$ cat src/rtl/column_frame_strobe_gen_if.sv
// ============================================================================
// Module      : column_frame_strobe_gen_if
// Description : Frame-write request handshake bundle for the column strobe
//               generator.
// Revision    : 1.0  initial release
// ============================================================================
`default_nettype none

interface column_frame_strobe_gen_if #(
  parameter int FrameSelectWidth = 5,
  parameter int ColSelectWidth   = 5
);
  logic                        req_valid;
  logic                        req_ready;
  logic [FrameSelectWidth-1:0] req_frame_addr;
  logic [ColSelectWidth-1:0]   req_col_addr;

  // Requester side
  modport master (
    output req_valid,
    output req_frame_addr,
    output req_col_addr,
    input  req_ready
  );

  // Strobe generator side
  modport slave (
    input  req_valid,
    input  req_frame_addr,
    input  req_col_addr,
    output req_ready
  );
endinterface

`default_nettype wire

$ cat src/rtl/column_frame_strobe_gen.sv
// ============================================================================
// Module      : column_frame_strobe_gen
// Description : Turns accepted frame-write requests into a registered one-hot
//               FrameStrobe pulse of programmable width, followed by a
//               programmable idle gap, for a single fabric column.
// Revision    : 1.0  initial release
// ============================================================================
`default_nettype none

module column_frame_strobe_gen #(
  parameter int MaxFramesPerCol  = 20,
  parameter int FrameSelectWidth = 5,
  parameter int ColSelectWidth   = 5,
  parameter int ColIndex         = 0,
  parameter int StrobeWidth      = 2,
  parameter int GapCycles        = 1
) (
  input  wire logic                       UserCLK,
  input  wire logic                       reset,
  column_frame_strobe_gen_if.slave        req,
  output logic [MaxFramesPerCol-1:0]      FrameStrobe,
  output logic                            busy,
  output logic                            addr_err,
  output logic [15:0]                     strobe_count
);

  // A zero strobe width still produces a single-cycle strobe.
  localparam int SwEff  = (StrobeWidth < 1) ? 1 : StrobeWidth;
  localparam int CntMax = (SwEff > GapCycles) ? SwEff : GapCycles;
  // The counter only ever holds (phase length - 1).
  localparam int CntW   = (CntMax > 1) ? $clog2(CntMax) : 1;

  typedef enum logic [1:0] {
    IDLE   = 2'd0,
    STROBE = 2'd1,
    GAP    = 2'd2
  } state_t;

  state_t                     state_q, state_d;
  logic [CntW-1:0]            cnt_q, cnt_d;
  logic [MaxFramesPerCol-1:0] frame_strobe_q, frame_strobe_d;
  logic                       addr_err_q, addr_err_d;
  logic [15:0]                strobe_count_q, strobe_count_d;

  logic                       col_hit;
  logic                       frame_in_range;
  logic [MaxFramesPerCol-1:0] frame_onehot;

  // Decode the presented address; only meaningful in the accepting cycle.
  always_comb begin
    col_hit        = (req.req_col_addr == ColSelectWidth'(ColIndex));
    frame_in_range = (32'(req.req_frame_addr) < MaxFramesPerCol);
    frame_onehot   = '0;
    for (int i = 0; i < MaxFramesPerCol; i++) begin
      frame_onehot[i] = (32'(req.req_frame_addr) == i);
    end
  end

  // Next-state logic: one down-counter times both the STROBE and GAP phases.
  always_comb begin
    state_d        = state_q;
    cnt_d          = cnt_q;
    frame_strobe_d = frame_strobe_q;
    addr_err_d     = 1'b0;
    strobe_count_d = strobe_count_q;

    case (state_q)
      IDLE: begin
        frame_strobe_d = '0;
        if (req.req_valid && col_hit) begin
          if (frame_in_range) begin
            // Address is captured here as the one-hot pattern itself.
            state_d        = STROBE;
            cnt_d          = CntW'(SwEff - 1);
            frame_strobe_d = frame_onehot;
            if (strobe_count_q != 16'hFFFF) begin
              strobe_count_d = strobe_count_q + 16'd1;
            end
          end else begin
            addr_err_d = 1'b1;
          end
        end
      end

      STROBE: begin
        if (cnt_q == '0) begin
          frame_strobe_d = '0;
          if (GapCycles == 0) begin
            state_d = IDLE;
            cnt_d   = '0;
          end else begin
            state_d = GAP;
            cnt_d   = CntW'(GapCycles - 1);
          end
        end else begin
          cnt_d = cnt_q - CntW'(1);
        end
      end

      GAP: begin
        frame_strobe_d = '0;
        if (cnt_q == '0) begin
          state_d = IDLE;
        end else begin
          cnt_d = cnt_q - CntW'(1);
        end
      end

      default: begin
        state_d        = IDLE;
        cnt_d          = '0;
        frame_strobe_d = '0;
      end
    endcase
  end

  // State and output registers; reset clears the strobe without a clock edge.
  always_ff @(posedge UserCLK or posedge reset) begin
    if (reset) begin
      state_q        <= IDLE;
      cnt_q          <= '0;
      frame_strobe_q <= '0;
      addr_err_q     <= 1'b0;
      strobe_count_q <= 16'd0;
    end else begin
      state_q        <= state_d;
      cnt_q          <= cnt_d;
      frame_strobe_q <= frame_strobe_d;
      addr_err_q     <= addr_err_d;
      strobe_count_q <= strobe_count_d;
    end
  end

  assign req.req_ready = (state_q == IDLE);
  assign busy          = (state_q != IDLE);
  assign FrameStrobe   = frame_strobe_q;
  assign addr_err      = addr_err_q;
  assign strobe_count  = strobe_count_q;

endmodule

`default_nettype wire
$ cat src/flat_wrapper.sv
// flat-port wrapper written by rule: the top's interface ports become plain ports
module column_frame_strobe_gen_flat 
#(
  parameter int MaxFramesPerCol  = 20,
  parameter int FrameSelectWidth = 5,
  parameter int ColSelectWidth   = 5,
  parameter int ColIndex         = 0,
  parameter int StrobeWidth      = 2,
  parameter int GapCycles        = 1
)
  (UserCLK, reset, FrameStrobe, busy, addr_err, strobe_count, req_req_valid, req_req_frame_addr, req_req_col_addr, req_req_ready);
  column_frame_strobe_gen_if #(.FrameSelectWidth(FrameSelectWidth), .ColSelectWidth(ColSelectWidth)) req_i ();
  input  wire logic UserCLK;
  input  wire logic reset;
  output logic [MaxFramesPerCol-1:0] FrameStrobe;
  output logic busy;
  output logic addr_err;
  output logic [15:0] strobe_count;
  input wire logic [$bits(req_i.req_valid)-1:0] req_req_valid;
  input wire logic [$bits(req_i.req_frame_addr)-1:0] req_req_frame_addr;
  input wire logic [$bits(req_i.req_col_addr)-1:0] req_req_col_addr;
  output wire logic [$bits(req_i.req_ready)-1:0] req_req_ready;
  assign req_i.req_valid = req_req_valid;
  assign req_i.req_frame_addr = req_req_frame_addr;
  assign req_i.req_col_addr = req_req_col_addr;
  assign req_req_ready = req_i.req_ready;
  column_frame_strobe_gen #(.MaxFramesPerCol(MaxFramesPerCol), .FrameSelectWidth(FrameSelectWidth), .ColSelectWidth(ColSelectWidth), .ColIndex(ColIndex), .StrobeWidth(StrobeWidth), .GapCycles(GapCycles)) u_core (.UserCLK(UserCLK), .reset(reset), .req(req_i), .FrameStrobe(FrameStrobe), .busy(busy), .addr_err(addr_err), .strobe_count(strobe_count));
endmodule
$ cat config.mk
export PLATFORM = sky130hd
export DESIGN_NAME = column_frame_strobe_gen_flat
export DESIGN_NICKNAME = d
export VERILOG_FILES = /design/src/rtl/column_frame_strobe_gen_if.sv /design/src/rtl/column_frame_strobe_gen.sv /design/src/flat_wrapper.sv
export SDC_FILE = /design/constraint.sdc
export NUM_CORES = 1
export LEC_CHECK = 0
export CORE_ASPECT_RATIO = 1.2
export CORE_UTILIZATION = 50
export DETAILED_ROUTE_END_ITERATION = 8
export PLACE_DENSITY = 0.88
export SLEW_MARGIN = 5
export SYNTH_ARGS = -nofsm -noshare
export SYNTH_HDL_FRONTEND = slang
export SYNTH_SLANG_ARGS = --single-unit
$ cat constraint.sdc
create_clock -name UserCLK -period 4.43 [get_ports UserCLK]
set_input_delay 0.443 -clock UserCLK [delete_from_list [all_inputs] [get_ports UserCLK]]
set_output_delay 0.443 -clock UserCLK [all_outputs]
set_load 0.02 [all_outputs]
# Word-level counts from Yosys, hierarchy flattened
# Cells that the tools add are included.
totals:
  ff_bits: 40
  in_bits: 13
  output_inout_bits: 39
  elab_cells: 59
op_classes:
  addsub: 2
  magnitude_cmp: 1
  eq_ne: 26
  n_mux: 16
  n_reduce_logical: 9
op_table:
  columns: ["operator", "n"]
  rows:
  - ["$mux 20", 3]
  - ["$eq 5x4->1 const B", 8]
  - ["$pmux 20 s2", 1]
  - ["$eq 5x3->1 const B", 4]
  - ["$eq 5x5->1 const B", 4]
  - ["$add 16x1->16 const B", 1]
  - ["$ne 16x16->1 const B", 1]
  - ["$eq 5x2->1 const B", 2]
  - ["$logic_not 5->1", 2]
  - ["$mux 2", 4]
  - ["$reduce_and 4->1", 2]
  - ["$mux 1", 6]
  - ["$pmux 2 s3", 1]
  - ["$eq 5x1->1 const B", 1]
  - ["$lt 5x5->1 const B", 1]
  - ["$ne 2x1->1 const B", 2]
  - ["$ne 2x2->1 const B", 2]
  - ["$eq 2x1->1 const B", 1]
  - ["$eq 2x2->1 const B", 1]
  - ["$logic_not 2->1", 1]
  - ["$pmux 1 s2", 1]
  - ["$reduce_and 2->1", 1]
  - ["$reduce_bool 2->1", 1]
  - ["$reduce_or 2->1", 1]
  - ["2 further kinds", 2]

# Logic depth before layout (Yosys ltp)
depth:
  word_depth: 4
  depth_mapped: 6
  depth_no_buf: 5

# Least setup slack after synthesis
# No wires, ideal clock.
synth_timing:
  path_kind: "reg2reg"
  start: "reg u_core.strobe_count_q[0], in the netlist u_core.strobe_count[0]"
  end: "reg u_core.strobe_count_q[11], in the netlist u_core.strobe_count[11]"
  setup_time_ps: 80
  arrival_ps: 1653
  required_ps: 4350
  setup_slack_ps: 2697
  path_stages_with_launch: 7
  n_path_buf: 1
  cell_sequence: "dfrtp_1 ha_1 and4_1 a31o_1 buf_6 nor4_4 xor2_1"
synth_between:
  elab_chain_len: 2
  word_cells_on_any_way: 3
synth_rtl:
  columns: ["element", "line_no", "source"]
  rows:
  - ["start: declaration", "column_frame_strobe_gen.sv:43", "logic [15:0] strobe_count_q, strobe_count_d;"]
  - ["start signal: assignment", "column_frame_strobe_gen.sv:130", "strobe_count_q <= strobe_count_d;"]
  - ["parallel branches: the longest is 2 deep, another holds $add 16x1->16", null, null]
# Several ways; the timed one is not identified.
# A chain may end at the register's enable or synchronous reset.

# Worst setup path after layout
layout_timing:
  start: "in req_req_frame_addr[3]"
  end: "reg u_core.strobe_count_q[5], in the netlist u_core.strobe_count[5]"
layout_between:
  elab_chain_len: 2
layout_rtl:
  columns: ["element", "line_no", "source"]
  rows:
  - ["start: declaration", "flat_wrapper.sv:20", "input wire logic [$bits(req_i.req_frame_addr)-1:0] req_req_frame_addr;"]
  - ["$lt 5x5->1", "column_frame_strobe_gen.sv:52", "frame_in_range = (32'(req.req_frame_addr) < MaxFramesPerCol);"]
  - ["$reduce_and 4->1 (no source line)", null, null]
# No other way between the ends.

==> impl_metrics.env <==
export IMPL_n_antenna_cell=0
export IMPL_avgSynthCellArea_sq_um=10.5
export IMPL_dpl_cell_area_sq_mm=0.00232
export IMPL_drcViolationCount=0
export IMPL_ctsHoldBuffers=0
export IMPL_startpoint="req_req_frame_addr[3]"
export IMPL_die_w_um=56.4
export IMPL_finalSetupViolations=0
export IMPL_antenna_found_initial=0
export IMPL_p_seq_share_pct=57.4
export IMPL_h_tree_depth=2
export IMPL_drt_met1_wl_mm=1.56
export IMPL_grt_pass1_vias=1444
export IMPL_cts_tree="done"
export IMPL_top_layer="met4"
export IMPL_cts_made_buffers=5
export IMPL_final_common_cell="clkdlybuf4s50_1"
export IMPL_cp_required_ns=4.64
export IMPL_core_area_sq_mm=0.00337
export IMPL_yosysWarnings=0
export IMPL_final_max_slew_viol_count=0
export IMPL_grt_max_degree=41
export IMPL_portBuffers=51
export IMPL_timing_rr_start="u_core.state_q[1]"
export IMPL_clk_pin_slew_ns=0.07
export IMPL_finalSetupTns_ns=0
export IMPL_design_area_sq_mm=0.00240
export IMPL_post_route_period_util_pct=48.7
export IMPL_arrival_ns=2.36
export IMPL_hp_class="flop to flop"
export IMPL_synth_area_sq_mm=0.00178
export IMPL_power_leakage_nw=1.04
export IMPL_p_sw_mw=0.155
export IMPL_grt_pass1_wl_mm=6.44
export IMPL_maxCapViolCount=0
export IMPL_vias=1477
export IMPL_power_density_mw_per_mm2=276
export IMPL_rows=23
export IMPL_die_h_um=67.3
export IMPL_viasPerCell=5.64
export IMPL_start_util_pct=52.8
export IMPL_p_int_mw=0.505
export IMPL_ant_nets=0
export IMPL_syn_nets=184
export IMPL_power_frac_clock_pct=33.8
export IMPL_slew_headroom_pct=19.9
export IMPL_dr_wl_met2_mm=1.98
export IMPL_ys_flop_type="dfrtp_1"
export IMPL_r2r_end="u_core.FrameStrobe[13]"
export IMPL_fillers=256
export IMPL_synth_seq_cells=40
export IMPL_critical_path_class="primary input to flop"
export IMPL_reg2reg_slack_ns=2.54
export IMPL_async_flop_share_pct=100
export IMPL_rsz0062_at_grt="no"
export IMPL_grt_use_total_pct=22.6
export IMPL_r2r_cells=4
export IMPL_end_kind="flop"
export IMPL_dp_hpwl_mm=2.84
export IMPL_cts_sinks=40
export IMPL_fin_skew_ns=0.00480
export IMPL_finalHoldViolCount=0
export IMPL_place_gp_congestion=0.864
export IMPL_synth_cells=170
export IMPL_worstMarginPinSlew_ns=1.20
export IMPL_area_delta_synth_final_pct=34.9
export IMPL_synth_edf_count=0
export IMPL_fmax_mhz=464
export IMPL_io_pins=52
export IMPL_cp_max_fo=9
export IMPL_met3_length_um=256
export IMPL_layout_drive_gt1_share_pct=5.78
export IMPL_ys_types=30
export IMPL_status="complete, no violations"
export IMPL_sw_frac_of_total_pct=23.5
export IMPL_drtPass1Iterations=4
export IMPL_min_period_ns=2.16
export IMPL_cts_max_path_buffers=2
export IMPL_die_area_sq_mm=0.00380
export IMPL_pwr_share_comb_pct=8.8
export IMPL_cts_setup_buffers=0
export IMPL_ys_seq_area_share_pct=56.3
export IMPL_crit_path_end="u_core.strobe_count[5]"
export IMPL_insertion_delay_ns=0.28
export IMPL_wl_per_cell_um=14.8
export IMPL_nets=239
export IMPL_vdd_drop_max_mv=0.250
export IMPL_cts_root_buffer="clkbuf_8"
export IMPL_drt_iter0_drc=57
export IMPL_worstSetupStartpointType="primary input"
export IMPL_overflow=0
export IMPL_routed_wl_mm=3.88
export IMPL_cts_resized=0
export IMPL_final_cell_mix="clkdlybuf4s50_1 (51), dfrtp_1 (40), nand2_1 (31), o21ai_0 (17), nor2_1 (11)"
==> per-layer routing <==
layer,vias to the layer above,GRT usage (%)
li1,706,-
met3,12,6.51
met2,58,40.0
met1,701,25.3
met4,0,10.7
met5,-,0
==> synthesized netlist by cell type, types with 3 or more instances <==
| master | n | area, sq um |
|---|---|---|
| nand3_1 | 6 | 30.0 |
| xor2_1 | 6 | 52.6 |
| o21ai_0 | 17 | 85.1 |
| xnor2_1 | 8 | 70.1 |
| nor2_1 | 11 | 41.3 |
| nor3_1 | 6 | 30.0 |
| a22o_1 | 6 | 52.6 |
| nand2_1 | 31 | 116 |
| dfrtp_1 | 40 | 1000 |
| nand4_1 | 7 | 43.8 |
| clkbuf_1 | 3 | 11.3 |
| inv_1 | 3 | 11.3 |
==> worst min path at each step <==
stage,from,to,slack (ns),cells after the start
after CTS,u_core.FrameStrobe[9],u_core.FrameStrobe[9],0.49,2
after detailed placement,u_core.FrameStrobe[9],u_core.FrameStrobe[9],0.47,2
final,u_core.FrameStrobe[9],u_core.FrameStrobe[9],0.48,2
after global routing,u_core.FrameStrobe[3],u_core.FrameStrobe[3],0.50,2
after global placement,u_core.FrameStrobe[15],u_core.FrameStrobe[15],0.46,2
after floorplan,u_core.cnt_q,u_core.state_q[1],0.47,1
==> metrics by stage <==
step	utilization, %	std cells	total power [mW]	hold WS, ns	worst slack [ns]
after detailed placement	68.9	255	0.444	0.473	2.04
final	71.2	262	0.661	0.483	2.27
after global routing	71.2	262	0.691	0.505	2.12
after global placement	68.9	255	0.444	0.462	2.15
after CTS	71.2	262	0.667	0.488	2.30
after floorplan	-	170	0.413	0.465	2.70
==> flip-flops by register name, summed over array words and instances, names as in the netlist <==
signal / flops
u_core.FrameStrobe: 20
u_core.strobe_count: 16
u_core.state_q: 2
u_core.addr_err: 1
u_core.cnt_q: 1
==> power groups by stage <==
stage               sequential [mW]  clock, mW  combinational (mW)
finish                        0.379      0.223              0.0584
global route                  0.380      0.246              0.0642
CTS                           0.379      0.229              0.0590
detailed placement            0.386          0              0.0585
global placement              0.386          0              0.0580
floorplan                     0.390          0              0.0231
==> worst max-delay path, stage by stage <==
cell and delay, ns:
clkdlybuf4s50_1 0.54, o21ai_0 0.34, nand4_2 0.22, a31o_1 0.36, nor3_1 0.27, xor2_1 0.18
==> logic make-up (layout without fill, tap and decap cells) <==
family          after synthesis  count (layout)  synth area share (%)
xor+xnor                     14              14                  6.90
simple gates                 81              81                  24.6
fa+ha+maj                     1               1                 0.704
flops                        40              40                  56.3
buf+inv                       7              62                  1.90
compound gates               27              27                  9.58
==> cell type report <==
class	instances	area [sq um]	area share [%]
inverters	3	11.3	0.470
repair buffers	52	518	21.6
flip-flops and latches	40	1000	41.8
multi-input cells	123	742	31.0
clock inverters	1	5.00	0.209
clock buffers	6	72.6	3.03
well taps	37	46.3	1.93
(Power assumes the default switching activity.)
